$ cat src/rtl/alu_seq_pkg.sv
// alu_seq_pkg: shared opcodes, flag bit indices, sequencer states and the legal-opcode check.
package alu_seq_pkg;
    typedef enum logic [1:0] {IDLE, ISSUE, DONE} state_t;
    localparam logic [4:0] OP_INC = 5'b00001;
    localparam logic [4:0] OP_DEC = 5'b00011;
    localparam logic [2:0] OP_ARITH = 3'b001;
    localparam logic [2:0] OP_LOGIC = 3'b010;
    localparam logic [1:0] OP_SHIFT = 2'b10;
    localparam int FLAG_C = 5;
    localparam int FLAG_Z = 4;
    localparam int FLAG_N = 3;
    localparam int FLAG_V = 2;
    localparam int FLAG_P = 1;
    localparam int FLAG_A = 0;
    function automatic logic op_legal(input logic [4:0] op);
        return op == OP_INC || op == OP_DEC || op[4:2] == OP_ARITH || op[4:2] == OP_LOGIC || op[4:3] == OP_SHIFT;
    endfunction
endpackage

$ cat src/rtl/alu_seq_regfile.sv
// alu_seq_regfile: NREG x DW register file, one muxed write port, three combinational read ports.
module alu_seq_regfile #(
    parameter int DW = 16,
    parameter int NREG = 8,
    localparam int AW = $clog2(NREG)
) (
    input  logic          clk,
    input  logic          rst,
    input  logic          host_we,
    input  logic [AW-1:0] host_addr,
    input  logic [DW-1:0] host_data,
    input  logic          wb_we,
    input  logic [AW-1:0] wb_addr,
    input  logic [DW-1:0] wb_data,
    input  logic [AW-1:0] ra_addr,
    output logic [DW-1:0] ra_data,
    input  logic [AW-1:0] rb_addr,
    output logic [DW-1:0] rb_data,
    input  logic [AW-1:0] rc_addr,
    output logic [DW-1:0] rc_data
);
    logic [DW-1:0] regs [NREG];
    logic          we;
    logic [AW-1:0] wa;
    logic [DW-1:0] wd;
    // host writes only happen in IDLE and writeback only in ISSUE, so they never collide
    always_comb begin
        we = host_we | wb_we;
        wa = wb_we ? wb_addr : host_addr;
        wd = wb_we ? wb_data : host_data;
    end
    always_ff @(posedge clk or posedge rst) begin
        if (rst) begin
            for (int i = 0; i < NREG; i++) regs[i] <= '0;
        end else if (we) begin
            regs[wa] <= wd;
        end
    end
    assign ra_data = regs[ra_addr];
    assign rb_data = regs[rb_addr];
    assign rc_data = regs[rc_addr];
endmodule

$ cat src/rtl/alu_seq.sv
// alu_seq: 3-cycle instruction sequencer around an external combinational ALU.
// Define ALU_SEQ_ERR_EN to reject illegal opcodes (no writeback, err pulse).
module alu_seq import alu_seq_pkg::*; #(
    parameter int DW = 16,
    parameter int NREG = 8,
    localparam int AW = $clog2(NREG)
) (
    input  logic          clk,
    input  logic          rst,
    input  logic          instr_valid,
    output logic          instr_ready,
    input  logic [4:0]    instr_op,
    input  logic [AW-1:0] instr_rd,
    input  logic [AW-1:0] instr_rs1,
    input  logic [AW-1:0] instr_rs2,
    input  logic          wr_en,
    input  logic [AW-1:0] wr_addr,
    input  logic [DW-1:0] wr_data,
    output logic          wr_ready,
    input  logic [AW-1:0] rd_addr,
    output logic [DW-1:0] rd_data,
    output logic [DW-1:0] alu_a,
    output logic [DW-1:0] alu_b,
    output logic [4:0]    alu_f,
    output logic          alu_cin,
    input  logic [DW-1:0] alu_result,
    input  logic [5:0]    alu_status,
    output logic          done,
    output logic          err,
    output logic [5:0]    flags,
    output logic [DW-1:0] result_out
);
    state_t        state, state_nx;
    logic [AW-1:0] rd_q;
    logic [DW-1:0] ra_data, rb_data;
    logic          accept, legal, wb_we;
`ifdef ALU_SEQ_ERR_EN
    assign legal = op_legal(alu_f);
`else
    assign legal = 1'b1;
`endif
    assign instr_ready = state == IDLE;
    assign wr_ready = state == IDLE;
    assign accept = instr_valid & instr_ready;
    assign wb_we = state == ISSUE && legal;
    assign alu_cin = state == ISSUE && flags[FLAG_C];
    assign done = state == DONE;
    assign err = done && !legal;
    always_ff @(posedge clk or posedge rst) begin
        if (rst) state <= IDLE;
        else state <= state_nx;
    end
    always_comb begin
        state_nx = state;
        state_nx = state == IDLE ? (accept ? ISSUE : IDLE) : state == ISSUE ? DONE : IDLE;
    end
    // operands are latched from the pre-write register values, so a same-edge host write is not seen
    always_ff @(posedge clk or posedge rst) begin
        if (rst) begin
            alu_a <= '0;
            alu_b <= '0;
            alu_f <= '0;
            rd_q <= '0;
            flags <= '0;
            result_out <= '0;
        end else begin
            if (accept) begin
                alu_a <= ra_data;
                alu_b <= rb_data;
                alu_f <= instr_op;
                rd_q <= instr_rd;
            end
            if (wb_we) begin
                flags <= alu_status;
                result_out <= alu_result;
            end
        end
    end
    alu_seq_regfile #(.DW(DW), .NREG(NREG)) u_regfile (
        .clk(clk),
        .rst(rst),
        .host_we(wr_en & wr_ready),
        .host_addr(wr_addr),
        .host_data(wr_data),
        .wb_we(wb_we),
        .wb_addr(rd_q),
        .wb_data(alu_result),
        .ra_addr(instr_rs1),
        .ra_data(ra_data),
        .rb_addr(instr_rs2),
        .rb_data(rb_data),
        .rc_addr(rd_addr),
        .rc_data(rd_data)
    );
endmodule

$ cat config.mk
export PLATFORM = sky130hd
export DESIGN_NAME = alu_seq
export DESIGN_NICKNAME = d
export VERILOG_FILES = /design/src/rtl/alu_seq_pkg.sv /design/src/rtl/alu_seq_regfile.sv /design/src/rtl/alu_seq.sv
export SDC_FILE = /design/constraint.sdc
export NUM_CORES = 1
export LEC_CHECK = 0
export CORE_AREA = 2 2 148 150
export CTS_CLUSTER_DIAMETER = 120
export DETAILED_ROUTE_END_ITERATION = 16
export DIE_AREA = 0 0 150 152
export HOLD_SLACK_MARGIN = 0.1
export PLACE_DENSITY_LB_ADDON = 0.15
export SLEW_MARGIN = 25
export SYNTH_ARGS = -nofsm -noshare
export SYNTH_HDL_FRONTEND = slang
export SYNTH_SLANG_ARGS = --single-unit
$ cat constraint.sdc
create_clock -name clk -period 6.2 [get_ports clk]
set_input_delay 1.24 -clock clk [delete_from_list [all_inputs] [get_ports clk]]
set_output_delay 1.24 -clock clk [all_outputs]
set_load 0.1 [all_outputs]
Word level (Yosys, flattened, before mapping) --
Index checks and enable logic that the tools add are counted.
Word-level totals: bits in registers 192, bits in latches 0, memory bits (writable) 0, bits in read-only memories 0, bits of input ports 62, memories kept 0
Cells by class: add/sub/neg operators 0, $mul 0, div/mod/pow operators 0, order comparisons 5, eq/ne operators 2, shift operators 0, mux-type cells 17, bitwise operators 7, reductions and logical operators 3
Operators with widths (number):
- binary-select mux 16 bit (select 3 bit) | 3
- bitwise mux 128 bit | 1
- 2-to-1 mux 16 bit | 8
- demux 16 bit (select 3 bit) | 1
- greater-or-equal comparator 4 bit, second input constant | 4
- NOT 3 -> 4 bit | 4
- < comparator 4 x 1 -> 1 bit, second input constant | 1
- 2-to-1 mux 2 bit | 2
- 2-to-1 mux 3 bit | 1
- AND 1 bit | 2
- equality test 2 x 1 -> 1 bit, second input constant | 1
- equality test 2 bit, second input constant | 1
- logical AND 1 bit | 2
- logical NOT 2 bit | 1
- 2-to-1 mux 1 bit | 1
- OR 1 bit | 1

Logic depth before layout (Yosys ltp) --
Gate-level depths: netlist (run 1).
depth in word-level cells 8, depth in mapped cells 7

Hierarchy --
Synthesis (run 1) repeated with hierarchy kept, for this count alone.
Second synthesis, totals: cell total of the unflattened synthesis 622, area total of the unflattened synthesis 10620.2 um^2
By module, submodules not included:
- alu_seq_regfile | times used 1, cells each 479, area an instance 8186.6 um^2, sequential area each 3203.1 um^2
- alu_seq | times used 1, cells each 143, area an instance 2433.6 um^2, sequential area each 1601.5 um^2

Least setup slack after synthesis (run 1) --
No wires, ideal clock.
path kind input to output, from input port rd_addr[0], to output port rd_data[0], arrival time 2766 ps, data required time 4960 ps, setup slack 2194 ps, cell stages on the path 4, cell sequence clkbuf_1 -> buf_2 -> mux4_2 -> mux2_2
On the way: cells in the longest elaborated chain, start to end 4
Ends and longest elaborated chain:
- from (decl) | line alu_seq.sv:20 | input logic [AW-1:0] rd_addr,
- NOT 3 -> 4 bit (not written as such) | line alu_seq_regfile.sv:41 | assign rc_data = regs[rc_addr];
- binary-select mux 16 bit (select 3 bit) | line alu_seq_regfile.sv:41
- 2-to-1 mux 16 bit (not written as such) (2 in a row) | line alu_seq_regfile.sv:41
- to (decl) | line alu_seq.sv:21 | output logic [DW-1:0] rd_data,
Every way passes these cells. The select of a mux whose other input is x is not followed.

Final worst setup path (run 1) --
from input port rd_addr[1], to output port rd_data[1]
Same word-level chain as after synthesis.

==> results by group, run 1 <==
Detailed routing
  • Routed met1 length: 12900 um
  • Detailed Routing Iterations Pass 1: 6
  • Drt via density: 5.84
  • Post-route DRC: 0
  • Routed wire length: 27700 um
  • Uppermost layer routed: met4
  • Final ANT Viol Nets: 0
  • Vias: between 7000 and 8000
  • Met3 wire len: 1640 um
  • DR WL met2: 12600 um
  • First-iteration detailed-routing DRC count: between 500 and 600
  • Wirelength per Cell: 21.9 um

Logic synthesis
  • Most common cell in the netlist: dfrtp_1
  • Share of the synthesized area in the top cell type: 0.450
  • Cell taking the most area after synthesis: dfrtp_1
  • Sequential fraction of the synthesis area: 0.450
  • Synth Cell Area: 10700 um2
  • Post-synth EDFFs: 0
  • Synth Flop Type: dfrtp_1
  • Most frequent cells after synthesis: 192 x dfrtp_1, 164 x nand2_1, 128 x mux2i_1
  • Synthesized Nets: 928
  • Count of cell types in the netlist: 31
  • Async set or reset register ratio after synthesis: 1.00
  • Avg Cell Area, Syn: 12.3 um2
  • Yosys reg bits: 192
  • Mapped Cells: between 800 and 900
  • Top post-synthesis cells by area: dfrtp_1 45%, mux2i_1 12%, mux2_2 9.1%
  • YS warnings: 0

Finish
  • Multi-input gate area: 5570 um2
  • Area Overhead vs Synth: 20.2%
  • Diode count: 0
  • Reg area: 4800 um2
  • Final nets: 1034
  • Share of cells above drive strength 1: 0.265
  • Final Cell Area: roughly 13000 um2
  • Post-Route Utilization: 0.601
  • Fillers: 1781

Global route
  • Antenna violations before repair: 0
  • Largest net degree at the start of global routing: 147
  • GRT overflow: 0
  • Vias in the first global route: 7440
  • GR Util All Layers: 0.250
  • First-pass GRT wire length: about 43000 um

Power and ir drop
  • Max VDD drop: 0.000296 V
  • P_leak: 6.04 nW
  • PD cells: 560 nW/um2

Clock network
  • Num CTS Buffers: 17
  • Hold buffers post-CTS: 0
  • Setup bufs post-CTS: 0
  • Clock transition at path regs: 0.07 ns
  • CTS tree: yes
  • Clock root cell: clkbuf_16
  • Sink Count: 192
  • Post-CTS Resized: 0
  • Worst skew pair latency: 0.43 ns
  • # H-tree levels: 4
  • Clk buf depth: 2

STA
  • Hold Slack: 0.476 ns
  • Hold Fails Final Rpt: 0
  • Achievable Freq: 210 MHz
  • RSZ-0062 raised after global routing: false
  • Setup TNS: 0 ns
  • Clk_skew: roughly 0.0075 ns
  • Period utilization: 0.767
  • Slew margin rel.: 0.298
  • Max Slew Vio Count: 0
  • Slew of the pin with the lowest slew margin: around 1.1 ns
  • Setup Viol. Count Final: 0
  • Tmin final: 4.76 ns
  • Final WS setup: 1.44 ns

Placed design
  • Routability cong.: roughly 0.78
  • Worst slack at placement: 1.48 ns
  • Dpl hpwl: 16900 um
  • Post-DP Area: 12200 um2
  • PortBufs: 140

Floorplan
  • Rows: 54
  • Vert. Die Dim: ~150 um
  • Die footprint: 22800 um2
  • Io pins: 142
  • Initial core utilization: 0.500
  • CORE AREA: 21400 um2
  • Die width: 150 um

Worst setup path
  • Register-to-Register Path Depth: 5
  • CP Max Fanout: 16
  • Crit Path Class: primary input to primary output
  • FF-to-FF setup slack: roughly 3.3 ns
  • Capture point of the worst path: rd_data[1]
  • Crit path DAT: ~3.5 ns
  • Worst R2R Start: state[0]
  • RR Endpoint: u_regfile.regs[116]
  • Worst Setup End Kind: primary output
  • Critical path launch point: rd_addr[1]
  • Startpoint Class: primary input
  • Critical path data required time: just under 5 ns

Job
  • Max_cap viols: 0

Hold path
  • Worst Hold Class: register to register
  • Worst Hold Launch: result_out[1]

Status
  • Outcome: complete, no violations
## flip-flops by register name, indices dropped and copies added (netlist names)
name and flops:
alu_f 5, result_out 16, rd_q 3, u_regfile.regs 128, flags 6, alu_b 16, alu_a 16, state 2
## worst min path at each step
| stage | to | slack, ns | cells past startpoint |
|---|---|---|---|
| 2_1_floorplan | rd_q[0] | 0.49 | 1 |
| 3_3_place_gp | result_out[10] | 0.46 | 2 |
| 3_5_place_dp | result_out[4] | 0.46 | 2 |
| 4_1_cts | result_out[9] | 0.48 | 2 |
| 5_1_grt | alu_a[7] | 0.50 | 2 |
| 6_report | result_out[1] | 0.48 | 2 |
## cells by family (layout without fill, tap and decap cells)
logic type             Yosys count  count (layout)  synth area share
DFF                            192             192             0.450
and+or+nand+nor                191             191            0.0781
muxes                          312             312             0.369
AOI/OAI and AO/OA              102             102            0.0696
other                            1               1          0.000351
buffers and inverters           68             187            0.0329
## worst max-delay path, stage by stage
cell and delay, ns:
clkdlybuf4s50_1 1.07, buf_4 0.35, mux4_2 0.33, mux2_2 0.29
buf_4 0.23
## cell usage in the layout (no fill, tap or decap)
master and n:
clkinvlp_4 4, nand2_4 6, clkbuf_16 17, bufinv_16 5, mux4_2 32, or4bb_1 2
nor2b_4 4, o31ai_4 3, clkinv_2 5, o21ai_0 32, nor2b_1 3, a22oi_1 64
and2_1 3, or3b_1 1, dfrtp_1 192, a31oi_1 1, buf_2 1, buf_6 1
buf_12 1, mux2_2 86, nor2_1 1, buf_4 27, mux2_4 60, inv_1 3
nand3b_1 1, nand2_1 163, nand2b_1 1, nor2_4 2, mux2i_1 128, mux2_1 6
inv_4 1, nor4b_1 1, clkdlybuf4s50_1 120, nand2b_4 1, conb_1 1, nand4b_1 1
inv_6 2, nand2_2 1, a21oi_4 2
## cell type report
class                   instances  area share
clock buffers                  17      0.0332
clock inverters                15      0.0168
inverters                       5     0.00195
multi-input cells             606       0.434
flip-flops and latches        192       0.375
well taps                     280      0.0273
repair buffers                150       0.112
## routing by layer
metal  GRT usage  vias up
met4      0.0647        0
met5           0        -
met3      0.0441       38
met1       0.371     3716
li1            -     3352
met2       0.380      276
## per-stage QoR
stage	total power [mW]	instances
floorplan	5.12	866
global placement	5.92	1233
detailed placement	5.97	1233
CTS	7.19	1265
global route	7.51	1265
finish	7.18	1265
## where the power goes
| part | internal (mW) | switching, mW | total, mW |
|---|---|---|---|
| logic | 1.31 | 2.29 | 3.59 |
| clock network | 0.715 | 0.495 | 1.21 |
| registers | 1.82 | 0.554 | 2.37 |
| total | 3.84 | 3.34 | 7.18 |
Power figures use the tool's default switching activity.
==> run 2: changes to the inputs <==
--- a/config.mk
+++ b/config.mk
@@ -5,10 +5,10 @@
 export SDC_FILE = /design/constraint.sdc
 export NUM_CORES = 1
 export LEC_CHECK = 0
-export CORE_AREA = 2 2 148 150
+export CORE_AREA = 2 2 142 144
 export CTS_CLUSTER_DIAMETER = 120
 export DETAILED_ROUTE_END_ITERATION = 16
-export DIE_AREA = 0 0 150 152
+export DIE_AREA = 0 0 144 146
 export HOLD_SLACK_MARGIN = 0.1
 export PLACE_DENSITY_LB_ADDON = 0.15
 export SLEW_MARGIN = 25
==> constraint.sdc (replaced) <==
create_clock -name clk -period 4.43 [get_ports clk]
set_input_delay 0.886 -clock clk [delete_from_list [all_inputs] [get_ports clk]]
set_output_delay 0.886 -clock clk [all_outputs]
set_load 0.1 [all_outputs]
==> run 2 against run 1 <==
Against the previous run:
- first-iteration DRC count increased by 1.3%
- non-clock buffer count grew 1
- total power is 43% higher
- routed wire length is 3.8% lower
- critical endpoint is now rd_data[8]
- highest routed layer unchanged
==> results by group, run 2 (synthesized netlist as in run 1, its figures left out) <==
Worst setup path
  • Bufs and invs on worst path: 3
  • CP max stage delay: ~0.45 ns
  • Worst Setup End Kind: primary output
  • Crit Path Class: primary input to primary output
  • Startpoint Class: primary input
  • Critical path data required time: 3.54 ns
  • CP Max Fanout: 32
  • Slowest stage cell on the critical path: clkdlybuf4s50_1
  • Critical path launch point: rd_addr[1]
  • Largest delay contributor family on the critical path: buffers and inverters
  • Crit path DAT: 2.69 ns
  • Critical Path, Cell by Cell: clkdlybuf4s50_1, buf_4, mux4_2, mux2_2, buf_12
  • Worst R2R Start: state[1]

Detailed routing
  • Vias: about 7400
  • Detailed Routing Iterations Pass 1: 6
  • Routed wire length: approximately 27000 um
  • Drt via density: 5.88
  • Post-route DRC: 0
  • First-iteration detailed-routing DRC count: 535
  • Wirelength per Cell: 21.3 um
  • Final ANT Viol Nets: 0

STA
  • Clk_skew: 0.00810 ns
  • Setup Viol. Count Final: 0
  • Slew of the pin with the lowest slew margin: 1.02 ns
  • Tmin final: 3.58 ns
  • RSZ-0062 raised after global routing: false
  • Slew margin rel.: 0.317
  • Setup TNS: 0 ns
  • Hold Fails Final Rpt: 0
  • Hold Slack: 0.478 ns
  • Period utilization: 0.808
  • Achievable Freq: 279 MHz
  • Max Slew Vio Count: 0

Floorplan
  • CORE AREA: 19300 um2
  • Io pins: roughly 140
  • Rows: between 50 and 60
  • Initial core utilization: 0.552
  • Die width: 144 um
  • Vert. Die Dim: 146 um
  • Die footprint: 21000 um2

Global route
  • GRT overflow: 0
  • Antenna violations before repair: 0
  • Largest net degree at the start of global routing: 65
  • GR Util All Layers: 0.265
  • Vias in the first global route: 7474
  • First-pass GRT wire length: roughly 42000 um

Clock network
  • Hold buffers post-CTS: 0
  • Setup bufs post-CTS: 0
  • CTS tree: yes
  • Sink Count: 192
  • Clk buf depth: 2
  • # H-tree levels: 4
  • Clock transition at path regs: 0.06 ns
  • Post-CTS Resized: 0
  • Worst skew pair latency: roughly 0.44 ns
  • Clock root cell: clkbuf_16
  • Num CTS Buffers: 17

Finish
  • Reg area: 4800 um2
  • Most flop-heavy register: u_regfile.regs
  • Fillers: 1433
  • Diode count: 0
  • Multi-input gate area: 5540 um2
  • Most common cell after layout, fill and taps aside: dfrtp_1
  • Final nets: 1035
  • Post-Route Utilization: 0.672
  • Area Overhead vs Synth: 21.8%
  • Commonest cells after routing, fill and taps aside: 192 x dfrtp_1, 163 x nand2_1, 128 x mux2i_1
  • Max reg flops: 128
  • Share of cells above drive strength 1: 0.264

Power and ir drop
  • Max VDD drop: 0.000431 V
  • PD cells: 788 nW/um2
  • P_leak: 6.10 nW

Placed design
  • Dpl hpwl: ~17000 um
  • PortBufs: 140
  • Routability cong.: 0.800

Job
  • Max_cap viols: 0

Status
  • Outcome: complete, no violations

Hold path
  • Worst Hold Class: register to register
  • Worst Hold Launch: alu_b[10]
[run 2: stage by stage]
stage,cells,cell area [um2],total power [mW],worst slack (ns)
2_1_floorplan,866,10700,7.17,1.07
3_3_place_gp,1219,12400,8.52,0.895
3_5_place_dp,1219,12400,8.62,0.857
4_1_cts,1251,13000,10.2,0.840
5_1_grt,1251,13000,10.7,0.753
6_report,1251,13000,10.2,0.851
[run 2: area by class of cell]
| cell class | count | share of cell area |
|---|---|---|
| Multi-Input combinational cell | 606 | 0.426 |
| Sequential cell | 192 | 0.370 |
| Timing Repair Buffer | 151 | 0.129 |
| Clock buffer | 23 | 0.0375 |
| Tap cell | 265 | 0.0255 |
| Clock inverter | 9 | 0.0100 |
| Inverter | 5 | 0.00193 |
[run 2: metal layers]
metal / track usage / routed length [um]
met1: 0.378 / 12300
met2: 0.419 / 12500
met3: 0.0546 / 1410
met4: 0.0618 / 386
met5: 0 / 0
[run 2: path summary, 6_finish.rpt]
check                      cells past startpoint  slack, ns                  to
setup / recovery                               5       0.85          rd_data[8]
hold / removal                                 2       0.48           alu_b[10]
setup reg to reg                               5       1.95  u_regfile.regs[25]
hold reg to reg                                2       0.48           alu_b[10]
max in group asynchronous                      3       2.66  u_regfile.regs[28]
min in group asynchronous                      2       0.94            alu_f[4]
[run 2: worst min-delay path: stages (launching register included)]
cell     delay (ns)
dfrtp_1        0.34
nand2_1        0.04
o21ai_0        0.06
[run 2: report_power, final]
group	total, mW	internal (mW)	switching, mW
clock	1.60	0.948	0.653
combinational	5.29	2.05	3.24
sequential	3.35	2.55	0.804
==> run 3: changes to the inputs <==
==> constraint.sdc (replaced) <==
create_clock -name clk -period 3.4 [get_ports clk]
set_input_delay 0.68 -clock clk [delete_from_list [all_inputs] [get_ports clk]]
set_output_delay 0.68 -clock clk [all_outputs]
set_load 0.1 [all_outputs]
==> run 3 against run 2 <==
Against the previous run:
- global-route usage is 0.67 points higher
- non-clock buffer count up 12
- cell area shrank 0.21%
- setup slack got worse by 0.43 ns
- cell count rose by 1.0%
- register-to-register slack worse by 0.87 ns
- critical path type unchanged
- worst hold slack worse by 0.00066 ns
- clock skew hardly changed
- highest routed layer unchanged
- critical path depth unchanged
- sequential share of layout area grew 0.079 points
- sequential power rose by 30%
- combinational power grew 29%
==> results by group, run 3 (synthesized netlist as in run 1, its figures left out) <==
Status
  • Outcome: complete, no violations

Power and ir drop
  • Max VDD drop: 0.000589 V
  • PD cells: slightly above 1000 nW/um2
  • P_leak: 6.20 nW

STA
  • Clk_skew: ~0.0082 ns
  • RSZ-0062 raised after global routing: false
  • Setup TNS: 0 ns
  • Slew margin rel.: 0.343
  • Setup Viol. Count Final: 0
  • Slew of the pin with the lowest slew margin: approximately 1 ns
  • Achievable Freq: around 340 MHz
  • Max Slew Vio Count: 0
  • Period utilization: 0.875
  • Hold Fails Final Rpt: 0
  • Tmin final: 2.98 ns

Finish
  • Area Overhead vs Synth: 21.5%
  • Layout Cells excl Fill: 1264
  • Max reg flops: 128
  • Final Cell Area: 13000 um2
  • Final nets: about 1000
  • Commonest cells after routing, fill and taps aside: 192 x dfrtp_1, 163 x nand2_1, 128 x mux2i_1
  • Share of cells above drive strength 1: 0.314
  • Most common cell after layout, fill and taps aside: dfrtp_1
  • Most flop-heavy register: u_regfile.regs

Detailed routing
  • Final ANT Viol Nets: 0
  • Wirelength per Cell: approximately 22 um
  • Detailed Routing Iterations Pass 1: 5
  • Post-route DRC: 0
  • Routed wire length: 27200 um
  • First-iteration detailed-routing DRC count: 536
  • Drt via density: a little under 6
  • Vias: 7479

Worst setup path
  • Crit Path Class: primary input to primary output
  • Crit path DAT: 2.30 ns
  • CP Max Fanout: 32
  • FF-to-FF setup slack: 1.08 ns
  • Worst Setup End Kind: primary output
  • Critical path data required time: about 2.7 ns
  • Startpoint Class: primary input

Placed design
  • Dpl hpwl: 17700 um
  • Placed cells: 1231
  • Routability cong.: around 0.78
  • PortBufs: 140
  • Post-DP Area: 12400 um2

Floorplan
  • Die width: 144 um
  • CORE AREA: 19300 um2
  • Die footprint: around 21000 um2
  • Initial core utilization: 0.552
  • Rows: 51
  • Vert. Die Dim: 146 um
  • Io pins: between 100 and 150

Clock network
  • Worst skew pair latency: 0.44 ns
  • Post-CTS Resized: 0
  • Setup bufs post-CTS: 0
  • Hold buffers post-CTS: 0
  • Num CTS Buffers: 17
  • Sink Count: roughly 190
  • # H-tree levels: 4
  • Clk buf depth: 2
  • CTS tree: yes
  • Clock transition at path regs: roughly 0.070 ns
  • Clock root cell: clkbuf_16

Job
  • Max_cap viols: 0

Global route
  • Vias in the first global route: 7697
  • GRT overflow: 0
  • Antenna violations before repair: 0
  • First-pass GRT wire length: 43500 um
  • GR Util All Layers: 0.271
  • Largest net degree at the start of global routing: 68

Hold path
  • Worst Hold Class: register to register
[run 3: cell types whose count changed in the layout (fill, tap and decap cells not counted), moves of 3 or more]
cell | before | now
buf_12 | 19 | 24
buf_4 | 9 | 65
clkdlybuf4s50_1 | 120 | 73
clkinvlp_4 | 2 | 5
nor2b_1 | 3 | 7
nor2b_2 | 3 | 0
[run 3: stage by stage]
step / util / setup WS, ns / hold slack (ns) / total power, mW
3_3_place_gp: 0.641 / 0.474 / 0.460 / 11.1
2_1_floorplan: - / 0.244 / 0.493 / 9.34
6_report: 0.671 / 0.425 / 0.477 / 13.2
3_5_place_dp: 0.641 / 0.434 / 0.461 / 11.2
5_1_grt: 0.671 / 0.416 / 0.503 / 13.8
4_1_cts: 0.671 / 0.431 / 0.483 / 13.2
[run 3: layout make-up]
type | count | area, um2
Sequential cell | 192 | 4800
Tap cell | 265 | 332
Multi-Input combinational cell | 606 | 5520
Fill cell | 1461 | 6360
Inverter | 5 | 25.0
Timing Repair Buffer | 163 | 1700
Clock inverter | 8 | 78.8
Clock buffer | 24 | 502
Antenna cell | 1 | 2.50
[run 3: per-layer routing]
layer,global-route usage,up-vias,share of wire
li1,-,3378,-
met1,0.389,3786,0.45
met2,0.410,267,0.46
met3,0.0586,48,0.066
met4,0.0946,0,0.022
met5,0,-,0
[run 3: worst paths after layout]
check	from	end	cells after the start
max in group asynchronous	rst	u_regfile.regs[65]	3
max reg2reg	state[1]	u_regfile.regs[98]	6
min in group asynchronous	rst	u_regfile.regs[42]	2
max	rd_addr[1]	rd_data[15]	5
min reg2reg	alu_a[3]	alu_a[3]	2
min	alu_a[3]	alu_a[3]	2
[run 3: where the power goes]
group | switching, mW | internal (mW) | total, mW
clock network | 0.873 | 1.11 | 1.98
logic | 4.24 | 2.61 | 6.85
registers | 1.04 | 3.32 | 4.36
[run 3: critical path, cell delays in order]
cell	delay, ns
clkdlybuf4s50_1	0.50
buf_12	0.24
mux4_2	0.35
mux2_2	0.33
buf_12	0.18
